[src/rtl/mult_share_pkg.sv]
// Shared widths, parameter defaults and the requester tag carried alongside
// each product through the matched-latency pipe.
package mult_share_pkg;

    localparam int unsigned OPW              = 8;
    localparam int unsigned PRODW            = 16;
    localparam int unsigned IDXW             = 3;
    localparam int unsigned NUM_REQ_DEFAULT  = 4;
    localparam int unsigned PIPE_LAT_DEFAULT = 4;

    typedef struct packed {
        logic            vld;
        logic [IDXW-1:0] idx;
    } tag_t;

endpackage

[src/rtl/mult_share_arbiter_rr_arbiter.sv]
// Combinational round-robin arbiter: the search starts one past ptr and wraps;
// ptr_nxt is the granted index, or ptr unchanged when nothing is requesting.
module rr_arbiter
    import mult_share_pkg::*;
#(
    parameter int unsigned NUM_REQ = NUM_REQ_DEFAULT
) (
    input  logic [NUM_REQ-1:0] req,
    input  logic [IDXW-1:0]    ptr,
    output logic [NUM_REQ-1:0] gnt,
    output logic [IDXW-1:0]    ptr_nxt
);

    localparam int N = int'(NUM_REQ);

    // Scan farthest-to-nearest so the nearest requester after ptr wins last.
    always_comb begin
        gnt     = '0;
        ptr_nxt = ptr;
        for (int off = N; off > 0; off--) begin
            for (int j = 0; j < N; j++) begin
                if (req[j] && (j == (int'(ptr) + off) % N)) begin
                    gnt     = '0;
                    gnt[j]  = 1'b1;
                    ptr_nxt = IDXW'(j);
                end
            end
        end
    end

endmodule

[src/rtl/mult_share_arbiter.sv]
// Shares one pipelined 8x8 multiplier among NUM_REQ requesters with one op
// outstanding each. Define MULT_SHARE_STATS_EN to add issue/stall counters.
module mult_share_arbiter
    import mult_share_pkg::*;
#(
    parameter int unsigned NUM_REQ  = NUM_REQ_DEFAULT,
    parameter int unsigned PIPE_LAT = PIPE_LAT_DEFAULT
) (
    input  logic                     CLK_50M,
    input  logic                     rst_n,
    input  logic [NUM_REQ-1:0]       req_valid,
    input  logic [OPW*NUM_REQ-1:0]   req_x,
    input  logic [OPW*NUM_REQ-1:0]   req_y,
    output logic [NUM_REQ-1:0]       req_ready,
    output logic [OPW-1:0]           mul_x,
    output logic [OPW-1:0]           mul_y,
    output logic                     mul_vld,
    input  logic [PRODW-1:0]         mul_p,
    output logic [NUM_REQ-1:0]       rsp_valid,
    output logic [PRODW*NUM_REQ-1:0] rsp_data,
    input  logic [NUM_REQ-1:0]       rsp_ready,
    output logic                     idle
`ifdef MULT_SHARE_STATS_EN
    ,
    output logic [15:0]              stat_issues,
    output logic [15:0]              stat_stall
`endif
);

    logic [NUM_REQ-1:0] busy_q;
    logic [NUM_REQ-1:0] eligible;
    logic [NUM_REQ-1:0] grant;
    logic [NUM_REQ-1:0] rsp_hs;
    logic [IDXW-1:0]    ptr_q;
    logic [IDXW-1:0]    ptr_nxt;
    logic [IDXW-1:0]    mul_idx_q;
    logic [OPW-1:0]     sel_x;
    logic [OPW-1:0]     sel_y;
    logic               accept;
    tag_t               pipe_q [PIPE_LAT];
    tag_t               pipe_out;

    // A requester stays ineligible through its own response handshake cycle.
    assign eligible  = req_valid & ~busy_q;
    assign req_ready = grant;
    assign accept    = |grant;
    assign rsp_hs    = rsp_valid & rsp_ready;
    assign pipe_out  = pipe_q[PIPE_LAT-1];
    assign idle      = ~|busy_q;

    rr_arbiter #(
        .NUM_REQ (NUM_REQ)
    ) u_rr_arbiter (
        .req     (eligible),
        .ptr     (ptr_q),
        .gnt     (grant),
        .ptr_nxt (ptr_nxt)
    );

    always_comb begin
        sel_x = '0;
        sel_y = '0;
        for (int i = 0; i < int'(NUM_REQ); i++) begin
            if (grant[i]) begin
                sel_x = req_x[i*OPW +: OPW];
                sel_y = req_y[i*OPW +: OPW];
            end
        end
    end

    always_ff @(posedge CLK_50M or negedge rst_n) begin
        if (!rst_n) begin
            ptr_q     <= IDXW'(NUM_REQ - 1);
            busy_q    <= '0;
            mul_x     <= '0;
            mul_y     <= '0;
            mul_vld   <= 1'b0;
            mul_idx_q <= '0;
            rsp_valid <= '0;
            rsp_data  <= '0;
            for (int k = 0; k < int'(PIPE_LAT); k++) begin
                pipe_q[k] <= '0;
            end
        end else begin
            ptr_q     <= ptr_nxt;
            busy_q    <= (busy_q | grant) & ~rsp_hs;
            mul_vld   <= accept;
            mul_x     <= sel_x;
            mul_y     <= sel_y;
            mul_idx_q <= ptr_nxt;
            // Tag enters alongside the operands so it exits with the product.
            pipe_q[0] <= '{vld: mul_vld, idx: mul_idx_q};
            for (int k = 1; k < int'(PIPE_LAT); k++) begin
                pipe_q[k] <= pipe_q[k-1];
            end
            for (int i = 0; i < int'(NUM_REQ); i++) begin
                if (rsp_hs[i]) begin
                    rsp_valid[i] <= 1'b0;
                end
                if (pipe_out.vld && pipe_out.idx == IDXW'(i)) begin
                    rsp_valid[i]                 <= 1'b1;
                    rsp_data[i*PRODW +: PRODW] <= mul_p;
                end
            end
        end
    end

`ifdef MULT_SHARE_STATS_EN
    always_ff @(posedge CLK_50M or negedge rst_n) begin
        if (!rst_n) begin
            stat_issues <= '0;
            stat_stall  <= '0;
        end else begin
            if (accept && stat_issues != 16'hFFFF) begin
                stat_issues <= stat_issues + 16'd1;
            end
            if (|req_valid && !accept && stat_stall != 16'hFFFF) begin
                stat_stall <= stat_stall + 16'd1;
            end
        end
    end
`endif

endmodule

[config.mk]
export PLATFORM = sky130hd
export DESIGN_NAME = mult_share_arbiter
export DESIGN_NICKNAME = d
export VERILOG_FILES = /design/src/rtl/mult_share_pkg.sv /design/src/rtl/mult_share_arbiter_rr_arbiter.sv /design/src/rtl/mult_share_arbiter.sv
export SDC_FILE = /design/constraint.sdc
export NUM_CORES = 1
export LEC_CHECK = 0
export ABC_AREA = 1
export BUFFER_PORTS_ARGS = -buffer_cell sky130_fd_sc_hd__buf_2
export CAP_MARGIN = 20
export CORE_ASPECT_RATIO = 0.6
export CORE_MARGIN = 2
export CORE_UTILIZATION = 54
export CTS_BUF_LIST = sky130_fd_sc_hd__clkbuf_16
export DETAILED_ROUTE_END_ITERATION = 16
export PLACE_DENSITY_LB_ADDON = 0.2
export SYNTH_ARGS = -nofsm -noshare
export SYNTH_HDL_FRONTEND = slang
export SYNTH_HIERARCHICAL = 1
export SYNTH_SLANG_ARGS = --single-unit
[constraint.sdc]
create_clock -name CLK_50M -period 5.07 [get_ports CLK_50M]
set_clock_uncertainty 0.15 [all_clocks]
set_input_delay 1.014 -clock CLK_50M [delete_from_list [all_inputs] [get_ports CLK_50M]]
set_output_delay 1.014 -clock CLK_50M [all_outputs]
set_load 0.02 [all_outputs]
==> qor.yml, run 1 <==
path_clk_slew_ps: 70
port_buffers: 179
post_synth_instance_area_um2: 4954
finalHoldViolCount: 0
worstPathRequired_ps: 3910
post-route-drc-count: 0
total_of_fill_cells_in_the_finished_design: 761
floorplan.rows: 27
timing.slew.headroom: 0.4723
gr-usage-all-layers: 0.2814
synth_nets: 664
cts_setup_buffers: 0
die_width_um: 127.6
synth_enable_flop_cells: 0
dpl.cell_count: 840
wl_per_cell_um: 16.17
cts_buffers: 9
layout-drive-gt1-share: 0.3081
design.core.area_um2: 9054
postCtsHoldBufs: 0
crit_type: "in2out"
timing.critical_path.cells: "buf_2 -> inv_1 -> nor2_1 -> o2111ai_1 -> nand2_1 -> nand3_1 -> a21oi_1 -> buf_4 -> buf_2"
met2_usage: 0.4155
rsz0062_at_grt: "false"
syn-instance-count: 574
setup_viol: 0
nNetsFinal: 825
hold_path_class: "reg2reg"
post_route_worst_setup_slack_ps: 1370
clock_latency_ps: 350
initial_core_util: 0.5471
cap_viol_max_count: 0
cts-root-to-sink-buffers: 2
fp.dieH_um: 78.19
sequential_fraction_of_the_synthesis_area: 0.5562
max-vdd-ir-drop_mv: 0.3580
post_synth_num_cell_types: 30
drt_pass1_iterations: 5
detailed_place_hpwl_um: 9802
synth_flop_cell: "sky130_fd_sc_hd__dfrtp_1"
cts_htree_levels: 3
overflow: 0
post_synth.cell_area_avg_um2: 8.630
synth_seq_cells: 110
worst-path-max-fanout: 20
count_of_warnings_emitted_by_yosys: 6
drt_iter0_markers: 482
fin_util: 0.6773
worst_setup_ep_type: "output pin"
tns_ps: 0
worst_path_arrival_time_ps: 2540
placement.setup.worst_slack_ps: 1470
dr_total_vias: 4675
startpoint_class: "primary input"
route.antenna.remaining_nets: 0
finalCritPeriodShare: 0.7299
postRouteWirelength_um: 13840
finalWorstPathRequiredPeriod_ps: 3700
maxClockFrequency_mhz: 270.2
num_antenna_cells: 0
cts-resized-gates: 0
worst_pin_slew_ps: 791.6
cts_num_sinks: 110
root_driver: "sky130_fd_sc_hd__clkbuf_16"
design.portCount: 180
slew_viol_final: 0
async_reset_ff_frac: 1.000
syn2layout_area_growth_pct: 23.79
grt_start_max_net_pins: 52
first_global_vias: 4293
most_crowded_layer_after_global_routing: "met2"
antenna_found_initial: 0
outcome: "completed"
route.detailed.vias_per_inst: 5.461
global_route.usage.met1: 0.4140
tritoncts: "done"
critPathMostFrequentCell: "sky130_fd_sc_hd__buf_2"
globalplace.congestion: 0.9712
grt_pass1_wl_um: 21910
final-instance-count-excl-fill: 856
critPathSlowestCell: "sky130_fd_sc_hd__nor2_1"
grt.met3_usage: 0.06339
worst_path_largest_cell_delay_ps: 370
pwr_density_cell_nw_per_um2: 738.8
p_leak_nw: 3.429
die_area_um2: 9981
-- final cells by class --
cell class	instances	area [µm²]	share of cell area
well taps	116	145.1	0.02367
repair buffers	185	943.4	0.1538
clock buffers	9	225.2	0.03673
inverters	27	105.1	0.01714
multi-input cells	402	1853	0.3022
clock inverters	7	105.1	0.01714
flip-flops and latches	110	2755	0.4493
-- worst paths after layout --
path	from	end	slack (ps)	cells after the start
worst min-delay path	pipe_q[4]$_DFF_PN0_	pipe_out[0]$_DFF_PN0_	200	0
worst max-delay path	req_valid[2]	req_ready[2]	1370	9
worst min register to register	pipe_q[4]$_DFF_PN0_	pipe_out[0]$_DFF_PN0_	200	0
min in group asynchronous	rst_n	rsp_data[1]$_DFFE_PN0P_	420	1
worst max register to register	busy_q[2]$_DFF_PN0_	mul_y[4]$_DFF_PN0_	2430	11
max in group asynchronous	rst_n	pipe_out[1]$_DFF_PN0_	3480	2
-- stage by stage --
stage               hold slack, ps  power [mW]  cell area [µm²]
finish                       201.5       4.530             6132
global route                 210.9       4.864             6132
CTS                          204.1       4.533             6132
detailed placement           184.7       3.744             5802
global placement             181.3       3.670             5802
floorplan                    181.2       3.145             4954
-- flip-flops by register name (all words and copies together), names as in the netlist --
signal	count
mul_idx_q	3
ptr_q	2
rsp_data	64
rsp_valid	4
pipe_out	4
mul_y	8
pipe_q	12
busy_q	4
mul_x	8
mul_vld	1
-- layer usage --
layer | wire length, µm | up-vias
met1 | 6238 | 2221
met4 | 285 | 0
li1 | - | 2195
met5 | 0 | -
met3 | 1085 | 31
met2 | 6231 | 228
-- synth_stat cells, types with 3 or more instances --
cell / count / area share
sky130_fd_sc_hd__buf_8: 3 / 0.0091
sky130_fd_sc_hd__nand2_1: 217 / 0.16
sky130_fd_sc_hd__nand3_4: 3 / 0.011
sky130_fd_sc_hd__inv_1: 17 / 0.013
sky130_fd_sc_hd__buf_4: 5 / 0.0076
sky130_fd_sc_hd__a21oi_1: 23 / 0.023
sky130_fd_sc_hd__buf_6: 6 / 0.014
sky130_fd_sc_hd__buf_2: 16 / 0.016
sky130_fd_sc_hd__nor2_1: 46 / 0.035
sky130_fd_sc_hd__clkbuf_1: 5 / 0.0038
sky130_fd_sc_hd__inv_2: 7 / 0.0053
sky130_fd_sc_hd__nor3_1: 3 / 0.0030
sky130_fd_sc_hd__nand3_1: 38 / 0.038
sky130_fd_sc_hd__dfrtp_1: 108 / 0.55
sky130_fd_sc_hd__o21ai_1: 7 / 0.0071
sky130_fd_sc_hd__nand2_2: 4 / 0.0051
sky130_fd_sc_hd__nand4_1: 49 / 0.062
-- kinds of logic (layout without fill, tap and decap cells) --
family                 count (synthesis)  count (layout)  share of synthesized area
flip-flops                           110             110                     0.5562
AO/OA/AOI/OAI                         34              34                    0.03688
buffers and inverters                 62             228                    0.07148
AND/OR/NAND/NOR                      368             368                     0.3354
-- cell usage in the layout, fill, tap and decap left out, types with 3 or more instances in the layout --
cell type,synthesis,layout
sky130_fd_sc_hd__nand3_1,38,38
sky130_fd_sc_hd__a21oi_1,23,23
sky130_fd_sc_hd__nand2_1,217,217
sky130_fd_sc_hd__nand3_4,3,3
sky130_fd_sc_hd__dfrtp_1,108,108
sky130_fd_sc_hd__inv_1,17,17
sky130_fd_sc_hd__nand2_2,4,4
sky130_fd_sc_hd__nor2_1,46,46
sky130_fd_sc_hd__inv_2,7,7
sky130_fd_sc_hd__o21ai_1,7,6
sky130_fd_sc_hd__buf_4,5,7
sky130_fd_sc_hd__clkbuf_16,0,9
sky130_fd_sc_hd__nand4_1,49,49
sky130_fd_sc_hd__buf_2,16,178
-- critical path: cells and delay by family --
| kind | cells | cell delay, ps |
|---|---|---|
| compound gates | 2 | 370 |
| buf+inv | 4 | 590 |
| simple gates | 3 | 560 |
-- where the power goes --
group	leakage, nW	internal, mW	switching, mW	total [mW]
Clock	0.158	0.440	0.336	0.776
Combinational	1.92	0.654	1.50	2.16
Sequential	1.35	1.30	0.297	1.60
Total	3.43	2.39	2.14	4.53
Note: power is estimated with default switching activity, not from simulation.
==> inputs of run 2 (changes only) <==
--- a/config.mk
+++ b/config.mk
@@ -10,7 +10,7 @@
 export CAP_MARGIN = 20
 export CORE_ASPECT_RATIO = 0.6
 export CORE_MARGIN = 2
-export CORE_UTILIZATION = 54
+export CORE_UTILIZATION = 50
 export CTS_BUF_LIST = sky130_fd_sc_hd__clkbuf_16
 export DETAILED_ROUTE_END_ITERATION = 16
 export PLACE_DENSITY_LB_ADDON = 0.2
==> constraint.sdc (replaced) <==
create_clock -name CLK_50M -period 3.7 [get_ports CLK_50M]
set_clock_uncertainty 0.15 [all_clocks]
set_input_delay 0.74 -clock CLK_50M [delete_from_list [all_inputs] [get_ports CLK_50M]]
set_output_delay 0.74 -clock CLK_50M [all_outputs]
set_load 0.02 [all_outputs]
==> qor.yml, run 2 (synthesis results as in run 1) <==
outcome: "completed"
tns_ps: 0  # unchanged
maxClockFrequency_mhz: 346.0
path_clk_slew_ps: 70  # about the same
wl_per_cell_um: 15.45  # -4.4%
whs_path_depth: 0  # unchanged
slew_viol_final: 0  # unchanged
mostFrequentLayoutCell: "sky130_fd_sc_hd__nand2_1"
crit_type: "reg2out"
grt_pass1_wl_um: 20600  # -6.0%
gr-usage-all-layers: 0.2467  # -0.03469
design.portCount: 180  # unchanged
post-route-drc-count: 0  # unchanged
drt_pass1_iterations: 5  # unchanged
die_area_um2: 10750  # +7.7%
design.core.area_um2: 9739  # +7.6%
cts_num_sinks: 110  # unchanged
cp_num_buf_inv: 1  # -3
hold_path_class: "reg2reg"
clock_latency_ps: 350  # about the same
grt_start_max_net_pins: 62  # +19%
globalplace.congestion: 0.9016  # -7.2%
rsz0062_at_grt: "false"
die_width_um: 132.5  # +3.8%
detailed_place_hpwl_um: 9657  # -1.5%
max-vdd-ir-drop_mv: 0.7441  # +110%
largest_register_ff_count: 64  # unchanged
critPathSlowestCell: "sky130_fd_sc_hd__dfrtp_1"
critPathMostFrequentCell: "sky130_fd_sc_hd__nand2_1"
worst_path_arrival_time_ps: 2000  # -540 ps
worst_path_largest_cell_delay_ps: 460  # +90 ps
finalCritPeriodShare: 0.7812
startpoint_class: "register"
route.detailed.vias_per_inst: 5.197  # -4.8%
cts_htree_levels: 3  # unchanged
largest_register: "rsp_data"
cap_viol_max_count: 0  # unchanged
p_leak_nw: 3.427  # about the same
timing.reg2reg.setup_slack_ps: 1300  # -1130 ps
tritoncts: "done"
timing.rr.start: "busy_q[2]$_DFF_PN0_"
worstPathRequired_ps: 2810  # -1100 ps
cts-root-to-sink-buffers: 2  # unchanged
finalWorstPathRequiredPeriod_ps: 2891
num_antenna_cells: 0  # unchanged
layout-drive-gt1-share: 0.3058  # -0.002289
cts-resized-gates: 0  # unchanged
setup_viol: 0  # unchanged
total_of_fill_cells_in_the_finished_design: 906  # +19%
floorplan.rows: 28  # +3.7%
worst_pin_slew_ps: 755.1  # -36.55 ps
cts_setup_buffers: 0  # unchanged
fp.dieH_um: 81.10  # +3.7%
finalHoldViolCount: 0  # unchanged
timing.critical_path.cells: "nor2_1 -> nand2_1 -> nand2_1 -> nand3_1 -> a21oi_1 -> buf_2"
drt_iter0_markers: 401  # -17%
worst_setup_ep_type: "output pin"
pwr_density_cell_nw_per_um2: 1001  # +35%
first_global_vias: 3878  # -9.7%
postRouteWirelength_um: 13510  # -2.4%
placement.setup.worst_slack_ps: 830.7  # -639.0 ps
route.antenna.remaining_nets: 0  # unchanged
postCtsHoldBufs: 0  # unchanged
dr_total_vias: 4542  # -2.8%
nNetsFinal: 824  # -0.12%
root_driver: "sky130_fd_sc_hd__clkbuf_16"
worst-path-max-fanout: 6  # -70%
reg.largest.list: "rsp_data x64, pipe_q x12"
whs_ps: 199.8  # -1.693 ps
overflow: 0  # unchanged
timing.rr.end: "mul_x[7]$_DFF_PN0_"
initial_core_util: 0.5086  # -0.03852
timing.slew.headroom: 0.4966  # +0.02436
reg2regPathDepth: 10  # -1
timing.hold.worst_endpoint: "pipe_q[13]$_DFF_PN0_"
antenna_found_initial: 0  # unchanged
syn2layout_area_growth_pct: 24.07
post_route_worst_setup_slack_ps: 809.4  # -560.3 ps
path_delay_family: "simple AND/OR/NAND/NOR gates"
min_from: "mul_idx_q[1]$_DFF_PN0_"
final_cell_mix: "sky130_fd_sc_hd__nand2_1, sky130_fd_sc_hd__buf_2, sky130_fd_sc_hd__dfrtp_1, sky130_fd_sc_hd__nand4_1, sky130_fd_sc_hd__nor2_1"
cts_buffers: 9  # unchanged
port_buffers: 179  # unchanged
## run 2: worst reg2reg max path, stage by stage (launching register included)
cell	delay (ps)
sky130_fd_sc_hd__dfrtp_1	460
sky130_fd_sc_hd__nor2_1	390
sky130_fd_sc_hd__nand2_1	190
sky130_fd_sc_hd__nand2_1	100
sky130_fd_sc_hd__nand3_1	70
sky130_fd_sc_hd__a21oi_1	230
sky130_fd_sc_hd__inv_1	310
sky130_fd_sc_hd__nor2_1	200
sky130_fd_sc_hd__nor2_1	70
sky130_fd_sc_hd__nand2_1	80
sky130_fd_sc_hd__nand2_1	50
## run 2: layout make-up
| type | instances | area (µm²) | area share |
|---|---|---|---|
| Clock buffer | 9 | 225.2 | 0.03664 |
| Timing Repair Buffer | 184 | 948.4 | 0.1543 |
| Inverter | 27 | 105.1 | 0.01710 |
| Sequential cell | 110 | 2755 | 0.4483 |
| Multi-Input combinational cell | 402 | 1853 | 0.3015 |
| Tap cell | 135 | 168.9 | 0.02748 |
| Clock inverter | 7 | 90.09 | 0.01466 |
## run 2: worst max path at each step
stage,cells after the start,slack [ps],to,start
floorplan,13,980,mul_x[0]$_DFF_PN0_,req_valid[2]
global placement,8,940,req_ready[2],req_valid[2]
detailed placement,8,830,req_ready[2],req_valid[2]
CTS,6,820,req_ready[2],busy_q[2]$_DFF_PN0_
global route,6,670,req_ready[2],busy_q[2]$_DFF_PN0_
finish,6,810,req_ready[2],busy_q[2]$_DFF_PN0_
## run 2: stage by stage
stage / power [mW] / cells / cell area (µm²) / utilization
after CTS: 6.169 / 874 / 6146 / 0.6310
after detailed placement: 5.141 / 858 / 5831 / 0.5987
after global placement: 5.040 / 858 / 5831 / 0.5987
after global routing: 6.617 / 874 / 6146 / 0.6310
final: 6.149 / 874 / 6146 / 0.6310
after floorplan: 4.309 / 574 / 4954 / -
## run 2: power by group
| group | switching (mW) | total (mW) | internal [mW] |
|---|---|---|---|
| combinational | 2.05 | 2.95 | 0.897 |
| clock | 0.433 | 1.02 | 0.590 |
| sequential | 0.400 | 2.18 | 1.78 |
| total | 2.88 | 6.15 | 3.27 |
## run 2: metal layers
layer | wire [µm] | up-vias | track usage
met5 | 0 | - | 0
met4 | 174 | 0 | 0.05484
met3 | 880 | 16 | 0.06617
met2 | 6002 | 177 | 0.3404
met1 | 6447 | 2163 | 0.3847
li1 | - | 2186 | -
